[config.mk]
export PLATFORM = sky130hd
export DESIGN_NAME = desired_drive_seq_flat
export DESIGN_NICKNAME = d
export VERILOG_FILES = /design/src/rtl/desired_drive_seq_if.sv /design/src/rtl/desired_drive_seq.sv /design/src/flat_wrapper.sv
export SDC_FILE = /design/constraint.sdc
export NUM_CORES = 1
export LEC_CHECK = 0
export BUFFER_PORTS_ARGS = -buffer_cell sky130_fd_sc_hd__buf_2
export CAP_MARGIN = 10
export CORE_MARGIN = 2
export CORE_UTILIZATION = 55
export DETAILED_ROUTE_END_ITERATION = 8
export PLACE_DENSITY = 0.73
export SYNTH_ARGS = -nofsm -noshare
export SYNTH_HDL_FRONTEND = slang
export SYNTH_SLANG_ARGS = --single-unit
[constraint.sdc]
create_clock -name clk -period 8.01 [get_ports clk]
set_input_delay 0.4005 -clock clk [delete_from_list [all_inputs] [get_ports clk]]
set_output_delay 0.4005 -clock clk [all_outputs]
set_load 0.02 [all_outputs]
[src/rtl/desired_drive_seq_if.sv]
// Signal bundle between the sensor-conditioning side and the target-current sequencer.
interface desired_drive_seq_if;
  logic        start;
  logic [11:0] avg_torque;
  logic [4:0]  cadence;
  logic        not_pedaling;
  logic [12:0] incline;
  logic [2:0]  scale;
  logic        busy;
  logic        done;
  logic [11:0] target_curr;

  modport master (
    output start, avg_torque, cadence, not_pedaling, incline, scale,
    input  busy, done, target_curr
  );

  modport slave (
    input  start, avg_torque, cadence, not_pedaling, incline, scale,
    output busy, done, target_curr
  );
endinterface

[src/rtl/desired_drive_seq.sv]
// eBike motor target-current sequencer: one shared 27x9 multiplier stepped over three products.
//
// state | meaning
// IDLE  | waiting for start
// PREP  | derive torque/incline/cadence factors from shadow copies
// MUL1  | prod = torque_pos * incline_lim
// MUL2  | prod = prod[20:0] * cadence_factor
// MUL3  | prod = prod[26:0] * scale
// SAT   | saturate into target_curr, pulse done, may accept the next start
module desired_drive_seq #(
  parameter logic [11:0] TORQUE_MIN = 12'h380
) (
  input logic                clk,
  input logic                rst_n,
  desired_drive_seq_if.slave bus
);

  typedef enum logic [2:0] {
    IDLE = 3'd0,
    PREP = 3'd1,
    MUL1 = 3'd2,
    MUL2 = 3'd3,
    MUL3 = 3'd4,
    SAT  = 3'd5
  } state_t;

  state_t      state_q, state_d;
  logic [11:0] torque_sh_q, torque_sh_d;
  logic [4:0]  cadence_sh_q, cadence_sh_d;
  logic        np_sh_q, np_sh_d;
  logic [12:0] incline_sh_q, incline_sh_d;
  logic [2:0]  scale_sh_q, scale_sh_d;
  logic [11:0] torque_pos_q, torque_pos_d;
  logic [8:0]  incline_lim_q, incline_lim_d;
  logic [5:0]  cadence_factor_q, cadence_factor_d;
  logic [29:0] prod_q, prod_d;
  logic [11:0] target_q, target_d;
  logic        done_q, done_d;

  logic [12:0] torque_diff;
  logic [11:0] torque_pos_c;
  logic [9:0]  incline_sat_c;
  logic [10:0] incline_factor_c;
  logic [8:0]  incline_lim_c;
  logic [5:0]  cadence_factor_c;
  logic [26:0] mul_a;
  logic [8:0]  mul_b;
  logic [35:0] mul_p;
  logic        accept;

  // Factor derivation from the shadow registers; only consumed in PREP.
  always_comb begin
    torque_diff  = {1'b0, torque_sh_q} - {1'b0, TORQUE_MIN};
    torque_pos_c = torque_diff[12] ? 12'd0 : torque_diff[11:0];

    if (!incline_sh_q[12] && (incline_sh_q[11:9] != 3'b000)) begin
      incline_sat_c = 10'h1FF;
    end else if (incline_sh_q[12] && (incline_sh_q[11:9] != 3'b111)) begin
      incline_sat_c = 10'h200;
    end else begin
      incline_sat_c = incline_sh_q[9:0];
    end

    incline_factor_c = {incline_sat_c[9], incline_sat_c} + 11'd256;
    if (incline_factor_c[10]) begin
      incline_lim_c = 9'd0;
    end else if (incline_factor_c[9]) begin
      incline_lim_c = 9'h1FF;
    end else begin
      incline_lim_c = incline_factor_c[8:0];
    end

    cadence_factor_c = (cadence_sh_q > 5'd1) ? ({1'b0, cadence_sh_q} + 6'd32) : 6'd0;
  end

  // Operand muxes for the single shared multiplier.
  always_comb begin
    mul_a = 27'd0;
    mul_b = 9'd0;
    case (state_q)
      MUL1: begin
        mul_a = {15'd0, torque_pos_q};
        mul_b = incline_lim_q;
      end
      MUL2: begin
        mul_a = {6'd0, prod_q[20:0]};
        mul_b = {3'd0, cadence_factor_q};
      end
      MUL3: begin
        mul_a = prod_q[26:0];
        mul_b = {6'd0, scale_sh_q};
      end
      default: begin
        mul_a = 27'd0;
        mul_b = 9'd0;
      end
    endcase
  end

  assign mul_p = {9'd0, mul_a} * {27'd0, mul_b};

  // SAT counts as the return to IDLE, so a waiting start is taken there to keep 5-cycle throughput.
  assign accept = bus.start && ((state_q == IDLE) || (state_q == SAT));

  always_comb begin
    state_d          = state_q;
    torque_sh_d      = torque_sh_q;
    cadence_sh_d     = cadence_sh_q;
    np_sh_d          = np_sh_q;
    incline_sh_d     = incline_sh_q;
    scale_sh_d       = scale_sh_q;
    torque_pos_d     = torque_pos_q;
    incline_lim_d    = incline_lim_q;
    cadence_factor_d = cadence_factor_q;
    prod_d           = prod_q;
    target_d         = target_q;
    done_d           = 1'b0;

    case (state_q)
      IDLE: state_d = IDLE;
      PREP: begin
        torque_pos_d     = torque_pos_c;
        incline_lim_d    = incline_lim_c;
        cadence_factor_d = cadence_factor_c;
        state_d          = MUL1;
      end
      MUL1: begin
        prod_d  = mul_p[29:0];
        state_d = MUL2;
      end
      MUL2: begin
        prod_d  = mul_p[29:0];
        state_d = MUL3;
      end
      MUL3: begin
        prod_d  = mul_p[29:0];
        state_d = SAT;
      end
      SAT: begin
        if (np_sh_q) begin
          target_d = 12'd0;
        end else if (prod_q[29:27] != 3'b000) begin
          target_d = 12'hFFF;
        end else begin
          target_d = prod_q[26:15];
        end
        done_d  = 1'b1;
        state_d = IDLE;
      end
      default: state_d = IDLE;
    endcase

    if (accept) begin
      torque_sh_d  = bus.avg_torque;
      cadence_sh_d = bus.cadence;
      np_sh_d      = bus.not_pedaling;
      incline_sh_d = bus.incline;
      scale_sh_d   = bus.scale;
      state_d      = PREP;
    end
  end

  always_ff @(posedge clk or negedge rst_n) begin
    if (!rst_n) begin
      state_q          <= IDLE;
      torque_sh_q      <= 12'd0;
      cadence_sh_q     <= 5'd0;
      np_sh_q          <= 1'b0;
      incline_sh_q     <= 13'd0;
      scale_sh_q       <= 3'd0;
      torque_pos_q     <= 12'd0;
      incline_lim_q    <= 9'd0;
      cadence_factor_q <= 6'd0;
      prod_q           <= 30'd0;
      target_q         <= 12'd0;
      done_q           <= 1'b0;
    end else begin
      state_q          <= state_d;
      torque_sh_q      <= torque_sh_d;
      cadence_sh_q     <= cadence_sh_d;
      np_sh_q          <= np_sh_d;
      incline_sh_q     <= incline_sh_d;
      scale_sh_q       <= scale_sh_d;
      torque_pos_q     <= torque_pos_d;
      incline_lim_q    <= incline_lim_d;
      cadence_factor_q <= cadence_factor_d;
      prod_q           <= prod_d;
      target_q         <= target_d;
      done_q           <= done_d;
    end
  end

  assign bus.busy        = (state_q != IDLE);
  assign bus.done        = done_q;
  assign bus.target_curr = target_q;

endmodule

[src/flat_wrapper.sv]
// flat-port wrapper written by rule: the top's interface ports become plain ports
module desired_drive_seq_flat 
#(
  parameter logic [11:0] TORQUE_MIN = 12'h380
)
  (clk, rst_n, bus_start, bus_avg_torque, bus_cadence, bus_not_pedaling, bus_incline, bus_scale, bus_busy, bus_done, bus_target_curr);
  desired_drive_seq_if bus_i ();
  input logic clk;
  input logic rst_n;
  input wire logic [$bits(bus_i.start)-1:0] bus_start;
  input wire logic [$bits(bus_i.avg_torque)-1:0] bus_avg_torque;
  input wire logic [$bits(bus_i.cadence)-1:0] bus_cadence;
  input wire logic [$bits(bus_i.not_pedaling)-1:0] bus_not_pedaling;
  input wire logic [$bits(bus_i.incline)-1:0] bus_incline;
  input wire logic [$bits(bus_i.scale)-1:0] bus_scale;
  output wire logic [$bits(bus_i.busy)-1:0] bus_busy;
  output wire logic [$bits(bus_i.done)-1:0] bus_done;
  output wire logic [$bits(bus_i.target_curr)-1:0] bus_target_curr;
  assign bus_i.start = bus_start;
  assign bus_i.avg_torque = bus_avg_torque;
  assign bus_i.cadence = bus_cadence;
  assign bus_i.not_pedaling = bus_not_pedaling;
  assign bus_i.incline = bus_incline;
  assign bus_i.scale = bus_scale;
  assign bus_busy = bus_i.busy;
  assign bus_done = bus_i.done;
  assign bus_target_curr = bus_i.target_curr;
  desired_drive_seq #(.TORQUE_MIN(TORQUE_MIN)) u_core (.clk(clk), .rst_n(rst_n), .bus(bus_i));
endmodule
==> impl_metrics.yaml <==
synthesis:
  synth_seq_cells: 107
  synth_top_area_frac: 0.302
  synthTopCellsByCount: "195 x inv_1, 163 x fa_1, 139 x nor2_1"
  synth_cell_types: 56
  synth.avg_cell_area_sq_um: 9.38
  synth_edf_count: 0
  synth_async_sr_flop_share: 1.00
  yosysTopAreaCell: "fa_1"
  synth.area.top_cells: "fa_1 30%, dfrtp_1 25%, inv_1 6.8%, nor2_1 4.8%, ha_1 4.7%"
  syn_area_sq_mm: 0.0108
  ys.warnings.count: 0
  synthCells: 1153
  synth_most_common_cell: "inv_1"
  ys_seq_area_frac: 0.247
  synth_flop_cell: "dfrtp_1"
global_routing:
  grt_max_degree: 79
  grt_pass1_vias: 8097
  grt_pass1_wl_microns: 40600
  antenna_found_initial: 1
  gr-total-overflow: 0
  grt_usage: 0.249
power:
  vdd_drop_max_mv: 0.238
  leakage_nw: 5.81
  power.density_mw_per_mm2: 302
detailed_routing:
  dr.pass1.iters: 5
  drt_iter0_markers: 607
  antenna_left: 0
  drc: 0
  vias: 8029
  wirelength_microns: 23500
  wl_per_cell_microns: 15.8
  avgViaCountPerCell: 5.40
setup_path:
  ff2ff_setup_slack_ns: 1.47
  critPathLaunchType: "flip-flop"
  crit_required_ns: 8.21
  critical_path_class: "flip-flop to flip-flop"
  cp_data_arrival_time_ns: 6.74
  crit_path_end_kind: "flip-flop"
  cp_max_fo: 29
clock_network:
  cts_tree: "built"
  clkSinkCount: 107
  ctsLongestPathBuffers: 2
  path_clk_slew_ns: 0.07
  clock_tree.root_cell: "clkbuf_16"
  cts_buffers: 9
  htreeDepth: 3
  clk_latency_ns: 0.35
place:
  io_buffers: 50
  hpwl_microns: 18500
  routabilityCongestion: 0.912
floorplanning:
  rows: 51
  die_y_microns: 144
  initial_core_util: 0.558
  die_area_sq_mm: 0.0208
  core_area_sq_mm: 0.0194
  dieWidth_microns: 144
  io_pins: 51
sta:
  setup_viol: 0
  clock_skew_ns: 0.00990
  finalSetupTns_ns: 0
  maxSlewHeadroom: 0.201
  rsz0062_at_grt: "no"
  hold_viol_final: 0
  min_period_ns: 6.54
  tightest_slew_ns: 1.20
  drv_slew: 0
  max_freq_ghz: 0.153
  post-route-period-util: 0.817
final_layout:
  num-nets-final: 1456
  areaGrowthSynthToFinish_pct: 8.40
  layout-drive-gt1-share: 0.114
  num-fill-cells: 1681
  fin_util: 0.605
outcome:
  status: "complete, no violations"
min_path:
  hold_class: "input pin to flip-flop"
run:
  drv_cap: 0
stage by stage:
step	power (W)	area, sq um	std cells	setup WS [ns]	hold WS [ns]
floorplan	0.00256	11000	1193	2.45	0.105
global placement	0.00306	11400	1468	1.68	0.346
detailed placement	0.00310	11400	1468	1.53	0.344
CTS	0.00354	11700	1485	1.50	0.275
global route	0.00387	11700	1485	1.09	0.282
finish	0.00355	11700	1486	1.47	0.280
kinds of logic after synthesis:
logic type	synth area share
muxes	0.0486
DFF	0.247
other	0.000694
adders and majority gates	0.349
buffers and inverters	0.0874
and+or+nand+nor	0.143
AOI/OAI and AO/OA	0.101
xor gates and xnor gates	0.0227
routing by layer:
| metal | wire length (microns) | vias up | track usage |
|---|---|---|---|
| met2 | 10900 | 261 | 0.395 |
| met5 | 0 | - | 0 |
| met3 | 1450 | 29 | 0.0298 |
| li1 | - | 3730 | - |
| met1 | 10800 | 4009 | 0.376 |
| met4 | 279 | 0 | 0.0511 |
where the power goes:
part / total, W / switching, W / leakage [nW] / internal, W
registers: 0.00107 / 0.000271 / 1.32 / 0.000798
clock network: 0.000417 / 0.000196 / 0.136 / 0.000221
logic: 0.00206 / 0.00127 / 4.36 / 0.000794
sequential cells by signal, summed over array words and instances, names as in the netlist:
register and cells:
u_core.torque_sh_q 12, u_core.prod_q 30, u_core.scale_sh_q 3, u_core.bus.done 1, u_core.torque_pos_q 12, u_core.incline_lim_q 9, u_core.incline_sh_q 13, u_core.cadence_factor_q 6
u_core.np_sh_q 1, u_core.state_q 3, u_core.cadence_sh_q 5, u_core.bus.target_curr 12
final timing paths:
path	depth (start not counted)	startpoint	end
worst max-delay path	18	u_core.state_q[2]$_DFF_PN0_	u_core.prod_q[25]$_DFFE_PN0N_
worst min-delay path	2	bus_avg_torque[5]	u_core.torque_sh_q[5]$_DFFE_PN0P_
worst max register to register	18	u_core.state_q[2]$_DFF_PN0_	u_core.prod_q[25]$_DFFE_PN0N_
worst min register to register	2	u_core.prod_q[1]$_DFFE_PN0N_	u_core.prod_q[1]$_DFFE_PN0N_
max in group asynchronous	3	rst_n	u_core.torque_pos_q[11]$_DFFE_PN0P_
min in group asynchronous	2	rst_n	u_core.torque_sh_q[3]$_DFFE_PN0P_
layout make-up:
cell class | instances | area [sq um] | share of cell area
inverters | 195 | 732 | 0.0624
multi-input cells | 841 | 7370 | 0.628
clock buffers | 11 | 243 | 0.0207
flip-flops and latches | 107 | 2680 | 0.228
repair buffers | 61 | 338 | 0.0288
diodes | 1 | 2.50 | 0.000213
clock inverters | 5 | 35.0 | 0.00299
well taps | 265 | 332 | 0.0283
layout by cell type (no fill, tap or decap), drive strengths merged, types with 3 or more instances in the layout:
cell type	Yosys	routed
a211oi	6	6
a21o	11	11
a21oi	40	40
a22o	18	18
a22oi	12	12
and2	9	9
and3	5	5
buf	22	60
clkbuf	28	11
conb	2	42
dfrtp	107	107
fa	163	163
ha	41	41
inv	195	197
mux2	44	44
mux2i	3	3
nand2	117	117
nand3	56	56
nor2	139	139
nor2b	5	5
nor3	6	6
nor3b	5	5
o211ai	3	3
o21a	5	5
o21ai	40	40
o31ai	14	14
or2	5	5
or3	4	4
xnor2	12	12
xor2	16	16
worst max-delay path, cell delays in order (launching register included):
cell      delay [ns]
dfrtp_1         0.48
nand2b_1        0.28
nor2_2          0.94
nand2_1         0.57
nor2_1          0.30
fa_1            0.47
fa_1            0.47
fa_1            0.49
inv_1           0.06
fa_1            0.50
inv_1           0.05
ha_1            0.35
a21oi_1         0.34
o211ai_1        0.14
a21o_1          0.21
a21oi_1         0.25
o21ai_0         0.17
xnor2_1         0.21
a21oi_1         0.10
what timing repair did:
action                                 CTS  global route
setup endpoints to repair                0             0
endpoints found under the hold margin   29             0
gates resized for setup                  0             0
hold buffers                             1             0
setup buffers                            0             0
(Power assumes the default switching activity.)
